<file path="src/rtl/crc32_fcs_tx_ctrl_pkg.sv">
// Shared constants, state encoding and bit-reflection helpers for the TX FCS sequencer.
package crc32_fcs_tx_ctrl_pkg;

    localparam int datalen = 8;
    localparam int crc_len = 32;
    localparam logic [crc_len-1:0] crc_poly = 32'h04C1_1DB7;
    localparam logic [crc_len-1:0] crc_init = 32'hFFFF_FFFF;
    localparam logic [10:0]        len_max  = 11'h7FF;

    typedef enum logic [1:0] {
        IDLE = 2'd0,
        DATA = 2'd1,
        PAD  = 2'd2,
        FCS  = 2'd3
    } tx_fcs_state_e;

    function automatic logic [datalen-1:0] reflect8(input logic [datalen-1:0] d);
        logic [datalen-1:0] r;
        r = 8'h00;
        for (int i = 0; i < datalen; i++) begin
            r[i] = d[datalen-1-i];
        end
        return r;
    endfunction

    function automatic logic [crc_len-1:0] reflect32(input logic [crc_len-1:0] d);
        logic [crc_len-1:0] r;
        r = 32'h0000_0000;
        for (int i = 0; i < crc_len; i++) begin
            r[i] = d[crc_len-1-i];
        end
        return r;
    endfunction

endpackage

</file>
<file path="src/rtl/crc32_fcs_tx_ctrl_byte_step.sv">
// One byte of MSB-first CRC-32; the byte is reflected so the register matches Ethernet bit order.
module crc32_byte_step
    import crc32_fcs_tx_ctrl_pkg::*;
(
    input  logic [crc_len-1:0] crc_in,
    input  logic [datalen-1:0] data_in,
    output logic [crc_len-1:0] crc_out
);

    // Eight shift/XOR steps over the reflected byte
    always_comb begin
        logic [crc_len-1:0] c_s;
        c_s = crc_in ^ {reflect8(data_in), 24'h00_0000};
        for (int i = 0; i < datalen; i++) begin
            c_s = c_s[crc_len-1] ? ((c_s << 1) ^ crc_poly) : (c_s << 1);
        end
        crc_out = c_s;
    end

endmodule

</file>
<file path="src/rtl/crc32_fcs_tx_ctrl.sv">
// TX FCS sequencer: forwards payload, zero-pads to MIN_LEN, then appends the 4-byte Ethernet FCS.
module crc32_fcs_tx_ctrl
    import crc32_fcs_tx_ctrl_pkg::*;
#(
    parameter int unsigned MIN_LEN = 60
) (
    input  logic               clk,
    input  logic               rst,
    input  logic [datalen-1:0] s_data,
    input  logic               s_valid,
    input  logic               s_last,
    output logic               s_ready,
    output logic [datalen-1:0] m_data,
    output logic               m_valid,
    output logic               m_last,
    input  logic               m_ready,
    output logic               busy,
    output logic [10:0]        frame_len
);

    localparam logic [10:0] MIN_LEN_C = MIN_LEN[10:0];

    tx_fcs_state_e      state_r, state_nxt_s;
    logic [crc_len-1:0] crc_r, crc_nxt_s, crc_step_s, fcs_s;
    logic [datalen-1:0] m_data_r, m_data_nxt_s, step_in_s, fcs_byte_s;
    logic               m_valid_r, m_valid_nxt_s, m_last_r, m_last_nxt_s;
    logic [10:0]        cnt_r, cnt_nxt_s, cnt_inc_s, frame_len_r, frame_len_nxt_s;
    logic [11:0]        fl_sum_s;
    logic [1:0]         idx_r, idx_nxt_s;
    logic               adv_s, accept_s;

    assign adv_s     = !m_valid_r || m_ready;
    assign s_ready   = !rst && ((state_r == IDLE) || (state_r == DATA)) && adv_s;
    assign accept_s  = s_valid && s_ready;
    assign cnt_inc_s = (cnt_r == len_max) ? len_max : (cnt_r + 11'd1);
    assign fl_sum_s  = {1'b0, cnt_r} + 12'd4;
    assign step_in_s = (state_r == PAD) ? 8'h00 : s_data;
    assign fcs_s     = ~reflect32(crc_r);

    crc32_byte_step u_step (
        .crc_in  (crc_r),
        .data_in (step_in_s),
        .crc_out (crc_step_s)
    );

    // FCS goes out least-significant byte first
    always_comb begin
        case (idx_r)
            2'd0:    fcs_byte_s = fcs_s[7:0];
            2'd1:    fcs_byte_s = fcs_s[15:8];
            2'd2:    fcs_byte_s = fcs_s[23:16];
            2'd3:    fcs_byte_s = fcs_s[31:24];
            default: fcs_byte_s = 8'h00;
        endcase
    end

    // Next-state, output-register and counter logic
    always_comb begin
        state_nxt_s     = state_r;
        crc_nxt_s       = crc_r;
        m_data_nxt_s    = m_data_r;
        m_valid_nxt_s   = m_valid_r;
        m_last_nxt_s    = m_last_r;
        cnt_nxt_s       = cnt_r;
        idx_nxt_s       = idx_r;
        frame_len_nxt_s = frame_len_r;
        if (adv_s) begin
            m_valid_nxt_s = 1'b0;
            m_last_nxt_s  = 1'b0;
        end else begin
            m_valid_nxt_s = m_valid_r;
        end
        case (state_r)
            IDLE, DATA: begin
                if (accept_s) begin
                    m_data_nxt_s  = s_data;
                    m_valid_nxt_s = 1'b1;
                    crc_nxt_s     = crc_step_s;
                    cnt_nxt_s     = (state_r == IDLE) ? 11'd1 : cnt_inc_s;
                    if (s_last) begin
                        state_nxt_s = (cnt_nxt_s < MIN_LEN_C) ? PAD : FCS;
                    end else begin
                        state_nxt_s = DATA;
                    end
                end else begin
                    state_nxt_s = state_r;
                end
            end
            PAD: begin
                if (adv_s) begin
                    m_data_nxt_s  = 8'h00;
                    m_valid_nxt_s = 1'b1;
                    crc_nxt_s     = crc_step_s;
                    cnt_nxt_s     = cnt_inc_s;
                    state_nxt_s   = (cnt_inc_s >= MIN_LEN_C) ? FCS : PAD;
                end else begin
                    state_nxt_s = PAD;
                end
            end
            FCS: begin
                // crc stays frozen until the final FCS byte is loaded
                if (adv_s) begin
                    m_data_nxt_s  = fcs_byte_s;
                    m_valid_nxt_s = 1'b1;
                    m_last_nxt_s  = (idx_r == 2'd3);
                    idx_nxt_s     = idx_r + 2'd1;
                    if (idx_r == 2'd3) begin
                        frame_len_nxt_s = fl_sum_s[11] ? len_max : fl_sum_s[10:0];
                        crc_nxt_s       = crc_init;
                        state_nxt_s     = IDLE;
                    end else begin
                        state_nxt_s = FCS;
                    end
                end else begin
                    state_nxt_s = FCS;
                end
            end
            default: state_nxt_s = IDLE;
        endcase
    end

    // State and datapath registers
    always_ff @(posedge clk) begin
        if (rst) begin
            state_r     <= IDLE;
            crc_r       <= crc_init;
            m_data_r    <= 8'h00;
            m_valid_r   <= 1'b0;
            m_last_r    <= 1'b0;
            cnt_r       <= 11'd0;
            idx_r       <= 2'd0;
            frame_len_r <= 11'd0;
        end else begin
            state_r     <= state_nxt_s;
            crc_r       <= crc_nxt_s;
            m_data_r    <= m_data_nxt_s;
            m_valid_r   <= m_valid_nxt_s;
            m_last_r    <= m_last_nxt_s;
            cnt_r       <= cnt_nxt_s;
            idx_r       <= idx_nxt_s;
            frame_len_r <= frame_len_nxt_s;
        end
    end

    assign m_data    = m_data_r;
    assign m_valid   = m_valid_r;
    assign m_last    = m_last_r;
    assign busy      = (state_r != IDLE);
    assign frame_len = frame_len_r;

endmodule
</file>
<file path="config.mk">
export PLATFORM = sky130hd
export DESIGN_NAME = crc32_fcs_tx_ctrl
export DESIGN_NICKNAME = d
export VERILOG_FILES = /design/src/rtl/crc32_fcs_tx_ctrl_pkg.sv /design/src/rtl/crc32_fcs_tx_ctrl_byte_step.sv /design/src/rtl/crc32_fcs_tx_ctrl.sv
export SDC_FILE = /design/constraint.sdc
export NUM_CORES = 1
export LEC_CHECK = 0
export ABC_AREA = 1
export ABC_CLOCK_PERIOD_IN_PS = 2410
export CORE_MARGIN = 10
export CORE_UTILIZATION = 30
export CTS_CLUSTER_DIAMETER = 150
export CTS_CLUSTER_SIZE = 28
export DETAILED_ROUTE_END_ITERATION = 16
export PLACE_DENSITY = 0.49
export RECOVER_POWER = 50
export SYNTH_ARGS = -nofsm -noshare
export SYNTH_HDL_FRONTEND = slang
export SYNTH_SLANG_ARGS = --single-unit
</file>
<file path="constraint.sdc">
create_clock -name clk -period 2.41 [get_ports clk]
set_input_delay 0.6025 -clock clk [delete_from_list [all_inputs] [get_ports clk]]
set_output_delay 0.6025 -clock clk [all_outputs]
set_load 0.05 [all_outputs]
</file>
==> metrics.yaml, run 1 <==
outcome:
  status: "finished clean"
floorplanning:
  initial_utilization: 0.307
  dieWidth_um: 142
  coreArea_um2: 14600
  die_h_um: 142
  ios: 36
  dieArea_um2: 20200
  row_count: 44
detailed_routing:
  initialDrtViolationCount: 372
  dr_wl_met3_um: 819
  vias_per_cell: 4.97
  met2_wirelength_mm: 6.16
  wl_met1_mm: 6.97
  drt-total-wl_mm: 14.2
  vias: 4544
  firstDrtPassIters: 5
  antenna_left: 0
  maxUsedRoutingLayer: "met4"
  route.detailed.drc: 0
  routedWlPerCell_um: 15.5
critical_path:
  required_ns: 1.81
  path_cells: "clkdlybuf4s50_1 > nor2_1 > buf_4 > nor3_4 > buf_4 > buf_12"
  cp-start-kind: "input pin"
  path_common_cell: "buf_4"
  slowest_stage: "clkdlybuf4s50_1"
  critPathMaxFanout: 8
  max_stage_delay_ns: 0.45
  r2r-start: "state_r[0]"
  critPathKind: "input pin to output port"
  cp_data_arrival_time_ns: 1.64
  crit_start: "m_ready"
  end_kind: "output port"
clocking:
  cts.repair.resized: 0
  cts-root-buf: "clkbuf_16"
  clock_latency_ns: 0.34
  cts_buffer_depth: 2
  hold_buffers: 0
  numCtsBuffers: 9
  clock-sinks: 68
  cts_tree: "done"
  htreeDepth: 3
  postCtsSetupRepairBufs: 0
  clk_pin_slew_ns: 0.06
placement:
  dp_hpwl_mm: 10.7
  gp_congestion: 0.884
  port_buffers: 35
  dpl-instance-area_um2: 5260
sta:
  finalCritPeriodShare: 0.931
  drv_slew: 0
  rsz0062_at_grt: "false"
  setup_viol_count_final: 0
  period_minus_slack_ns: 2.24
  final-hold-violation-count: 0
  tightest_slew_ns: 0.698
  skew_ns: 0.00952
  max_clock_freq_ghz: 0.446
  slew_headroom: 0.535
power_and_ir_drop:
  power.leakage_uw: 0.00266
  fin_total_pwr_uw: 4080
  ir_worst_vdd_mv: 0.383
  p_per_area_nw_per_um2: 739
synth:
  synth-seq-cells: 68
  seq_area_frac_synth: 0.304
  syn_area_um2: 4470
  async_reset_ff_frac: 0
  ys_types: 36
  syn_avg_cell_area_um2: 6.73
  synth_warnings: 0
  ys.flop_type: "dfxtp_1"
  synth_nets: 684
  synth_edf_count: 0
  syn-instance-count: 665
cells_and_area:
  insertedDiodeCount: 0
  nFillCells: 1530
  utilization: 0.379
  syn_to_final_growth_pct: 23.5
  design_area_um2: 5520
  drive_gt1_frac: 0.126
  layout_commonest_cell: "nand2_1"
  nNetsFinal: 744
  mostFrequentLayoutCells: "nand2_1, inv_1, dfxtp_1"
global_routing:
  grt_pass1_vias: 4251
  antenna_found_initial: 0
  grt_pass1_wl_mm: 22.8
  grtUsageTotal: 0.141
  grt_overflow: 0
  grt_max_degree: 26
worst_hold_path:
  min_path_type: "register to register"
  min_from: "m_data[2]"
job:
  drv_cap: 0
## worst max-delay path: cells and delay by family
family,cells,cell delay (ns)
buffers and inverters,4,0.88
and+or+nand+nor,2,0.16
## per-stage QoR
step | std cells | setup TNS (ns) | worst slack [ns] | hold WS, ns
floorplan | 665 | 0 | 0.192 | 0.458
finish | 914 | 0 | 0.167 | 0.495
detailed placement | 898 | -0.242 | -0.0761 | 0.482
global placement | 898 | -0.151 | -0.0640 | 0.484
CTS | 914 | 0 | 0.162 | 0.499
global route | 914 | 0 | 0.0750 | 0.530
## path summary, 6_finish.rpt
kind / end / slack (ns) / cells past startpoint
setup / recovery: s_ready / 0.17 / 6
hold / removal: m_data[2] / 0.49 / 2
setup reg to reg: crc_r[8] / 0.37 / 13
hold reg to reg: m_data[2] / 0.49 / 2
## report_power, final
group | switching, uW | total, uW | internal (uW)
sequential | 109 | 1330 | 1220
clock | 533 | 1330 | 801
combinational | 876 | 1420 | 541
## cells in the mapped netlist, types with 2 or more instances
cell,instances,share of area
buf_4,2,0.0034
a31oi_1,2,0.0028
buf_2,7,0.0078
o221ai_1,14,0.027
nand2_1,184,0.15
buf_6,5,0.013
nand2_2,8,0.011
nand4_1,2,0.0028
nand3_1,51,0.057
o21ai_1,9,0.010
a22oi_1,16,0.027
or2_2,3,0.0042
nor2_1,39,0.033
nor3_1,4,0.0045
ha_1,6,0.017
o211ai_1,18,0.030
a21oi_1,51,0.057
dfxtp_1,68,0.30
inv_2,7,0.0059
xnor2_1,2,0.0039
o21ai_0,36,0.040
xor2_2,5,0.018
nand2_4,9,0.023
inv_1,71,0.060
nor2_2,2,0.0028
clkbuf_1,11,0.0092
xor2_1,24,0.047
## metal layers
layer,global-route usage,vias up
li1,-,2310
met1,0.196,2079
met2,0.209,135
met3,0.0304,20
met4,0.0490,0
met5,0,-
## cell type report
class / instances / area [um2] / area share
Clock buffer: 10 / 229 / 0.0414
Sequential cell: 68 / 1360 / 0.246
Tap cell: 184 / 230 / 0.0417
Timing Repair Buffer: 74 / 677 / 0.123
Clock inverter: 6 / 65.1 / 0.0118
Multi-Input combinational cell: 492 / 2660 / 0.481
Inverter: 80 / 303 / 0.0548
## state kept, by name (all words and copies together) (netlist names), named ones only
register and cells:
state_r 2, m_valid 1, m_data 8, idx_r 2, crc_r 32, frame_len 11, cnt_r 11
## logic make-up after synthesis
family                   Yosys count  share of synthesized area
buffers and inverters            105                      0.101
adder cells (fa/ha/maj)            6                     0.0168
AO/OA/AOI/OAI                    147                      0.196
AND/OR/NAND/NOR                  306                      0.301
flip-flops                        68                      0.304
XOR/XNOR                          33                     0.0814
No activity file was read; power rests on OpenSTA's default activity.
==> run 2, diff against run 1 <==
- CELL_PAD_IN_SITES_DETAIL_PLACEMENT: unset -> 1
- CELL_PAD_IN_SITES_GLOBAL_PLACEMENT: unset -> 2
- PLACE_DENSITY: 0.49 -> 0.76
- RECOVER_POWER: 50 -> unset
==> run 2 against run 1 <==
Non-clock buffer count decreased by 2. Critical path type unchanged. Cell count decreased by 0.22%. Die area did not move. Critical path depth is the same. Total power rose by 7.8%.
==> metrics.yaml, run 2 (synthesis gave the netlist of run 1 again) <==
outcome:
  status: "finished clean"
power_and_ir_drop:
  combPwrFrac: 0.336
  switchingPower_uw: 1620
  swShare: 0.368
  power.leakage_uw: 0.00267
  internal_power_uw: 2780
  p_per_area_nw_per_um2: 786
  seq_power_share: 0.302
  p_clk_frac: 0.362
  ir_worst_vdd_mv: 0.429
sta:
  rsz0062_at_grt: "false"
  drv_slew: 0
  tightest_slew_ns: 0.660
  setup_viol_count_final: 0
  period_minus_slack_ns: 2.26
  skew_ns: 0.00469
  final-hold-violation-count: 0
  finalCritPeriodShare: 0.939
  fin_ws_ns: 0.148
  slew_headroom: 0.560
  max_clock_freq_ghz: 0.442
  tns_ns: 0
detailed_routing:
  vias_per_cell: 5.19
  vias: 4729
  routedWlPerCell_um: 18.0
  route.detailed.drc: 0
  drt-total-wl_mm: 16.4
  initialDrtViolationCount: 313
  antenna_left: 0
  firstDrtPassIters: 5
cells_and_area:
  insertedDiodeCount: 0
  layout.cells.non_filler: 912
  syn_to_final_growth_pct: 25.1
  multi_input_area_um2: 2670
  drive_gt1_frac: 0.130
  largest_reg_flops: 32
  nFillCells: 1835
  largest-register: "crc_r"
  layout_commonest_cell: "nand2_1"
  nNetsFinal: 742
  mostFrequentLayoutCells: "nand2_1, inv_1, dfxtp_1"
  utilization: 0.384
  design_area_um2: 5600
  regArea_um2: 1360
global_routing:
  grt_pass1_wl_mm: 27.0
  grt_max_degree: 37
  grt_overflow: 0
  grt_pass1_vias: 5058
  antenna_found_initial: 0
  grtUsageTotal: 0.168
clocking:
  htreeDepth: 3
  clk_pin_slew_ns: 0.06
  hold_buffers: 0
  cts_tree: "done"
  clock_latency_ns: 0.35
  cts-root-buf: "clkbuf_16"
  clock-sinks: 68
  cts.repair.resized: 0
  postCtsSetupRepairBufs: 0
  cts_buffer_depth: 2
  numCtsBuffers: 9
placement:
  port_buffers: 35
  place_inst: 896
  dp_hpwl_mm: 12.3
  gp_congestion: 0.880
  dpl-instance-area_um2: 5250
  dpl_worst_slack_ns: -0.123
job:
  drv_cap: 0
floorplanning:
  row_count: 44
  dieWidth_um: 142
  initial_utilization: 0.307
  die_h_um: 142
  coreArea_um2: 14600
  dieArea_um2: 20200
  ios: 36
critical_path:
  cp-start-kind: "input pin"
  r2r-start: "state_r[0]"
  critPathMaxFanout: 8
  required_ns: 1.81
  crit_start: "m_ready"
  crit_end: "s_ready"
  reg2reg_setup_slack_ns: 0.30
  cp_data_arrival_time_ns: 1.66
  reg2reg_depth: 12
  end_kind: "output port"
  worstReg2RegEnd: "crc_r[23]"
  critPathKind: "input pin to output port"
worst_hold_path:
  min_path_type: "register to register"
  holdPathStages: 2
==> run 2: worst min-delay path by stage <==
stage,startpoint,end,slack (ns)
2_1_floorplan,crc_r[23],crc_r[23],0.46
3_3_place_gp,register,register,0.47
3_5_place_dp,register,register,0.47
4_1_cts,register,register,0.48
5_1_grt,register,register,0.52
6_report,register,register,0.48
==> run 2: area by class of cell <==
cell class | instances | area share
clock inverter | 7 | 0.0221
multi-input combinational | 492 | 0.477
tap | 184 | 0.0411
sequential | 68 | 0.243
clock buffer | 9 | 0.0402
inverter | 80 | 0.0541
timing repair buffer | 72 | 0.122
==> run 2: routing by layer <==
layer | wire (um) | global-route usage
met1 | 7910 | 0.224
met4 | 252 | 0.0543
met5 | 0 | 0
met2 | 7410 | 0.258
met3 | 812 | 0.0404
==> run 2: power groups by stage <==
stage	combinational [uW]	sequential [uW]	clock, uW
after floorplan	952	1360	0
after global placement	1430	1350	0
after detailed placement	1470	1350	0
after CTS	1480	1330	1630
after global routing	1660	1340	1690
final	1480	1330	1590
==> run 2: metrics by stage <==
step	hold slack, ns	total power (uW)
final	0.476	4400
after global routing	0.521	4680
after CTS	0.482	4440
after detailed placement	0.465	2820
after global placement	0.468	2780
after floorplan	0.458	2310
==> run 2: worst max-delay path: stages <==
cell and delay [ns]:
clkdlybuf4s50_1 0.45, nor2_1 0.04, buf_4 0.16, nor3_4 0.13
buf_4 0.15, buf_12 0.13
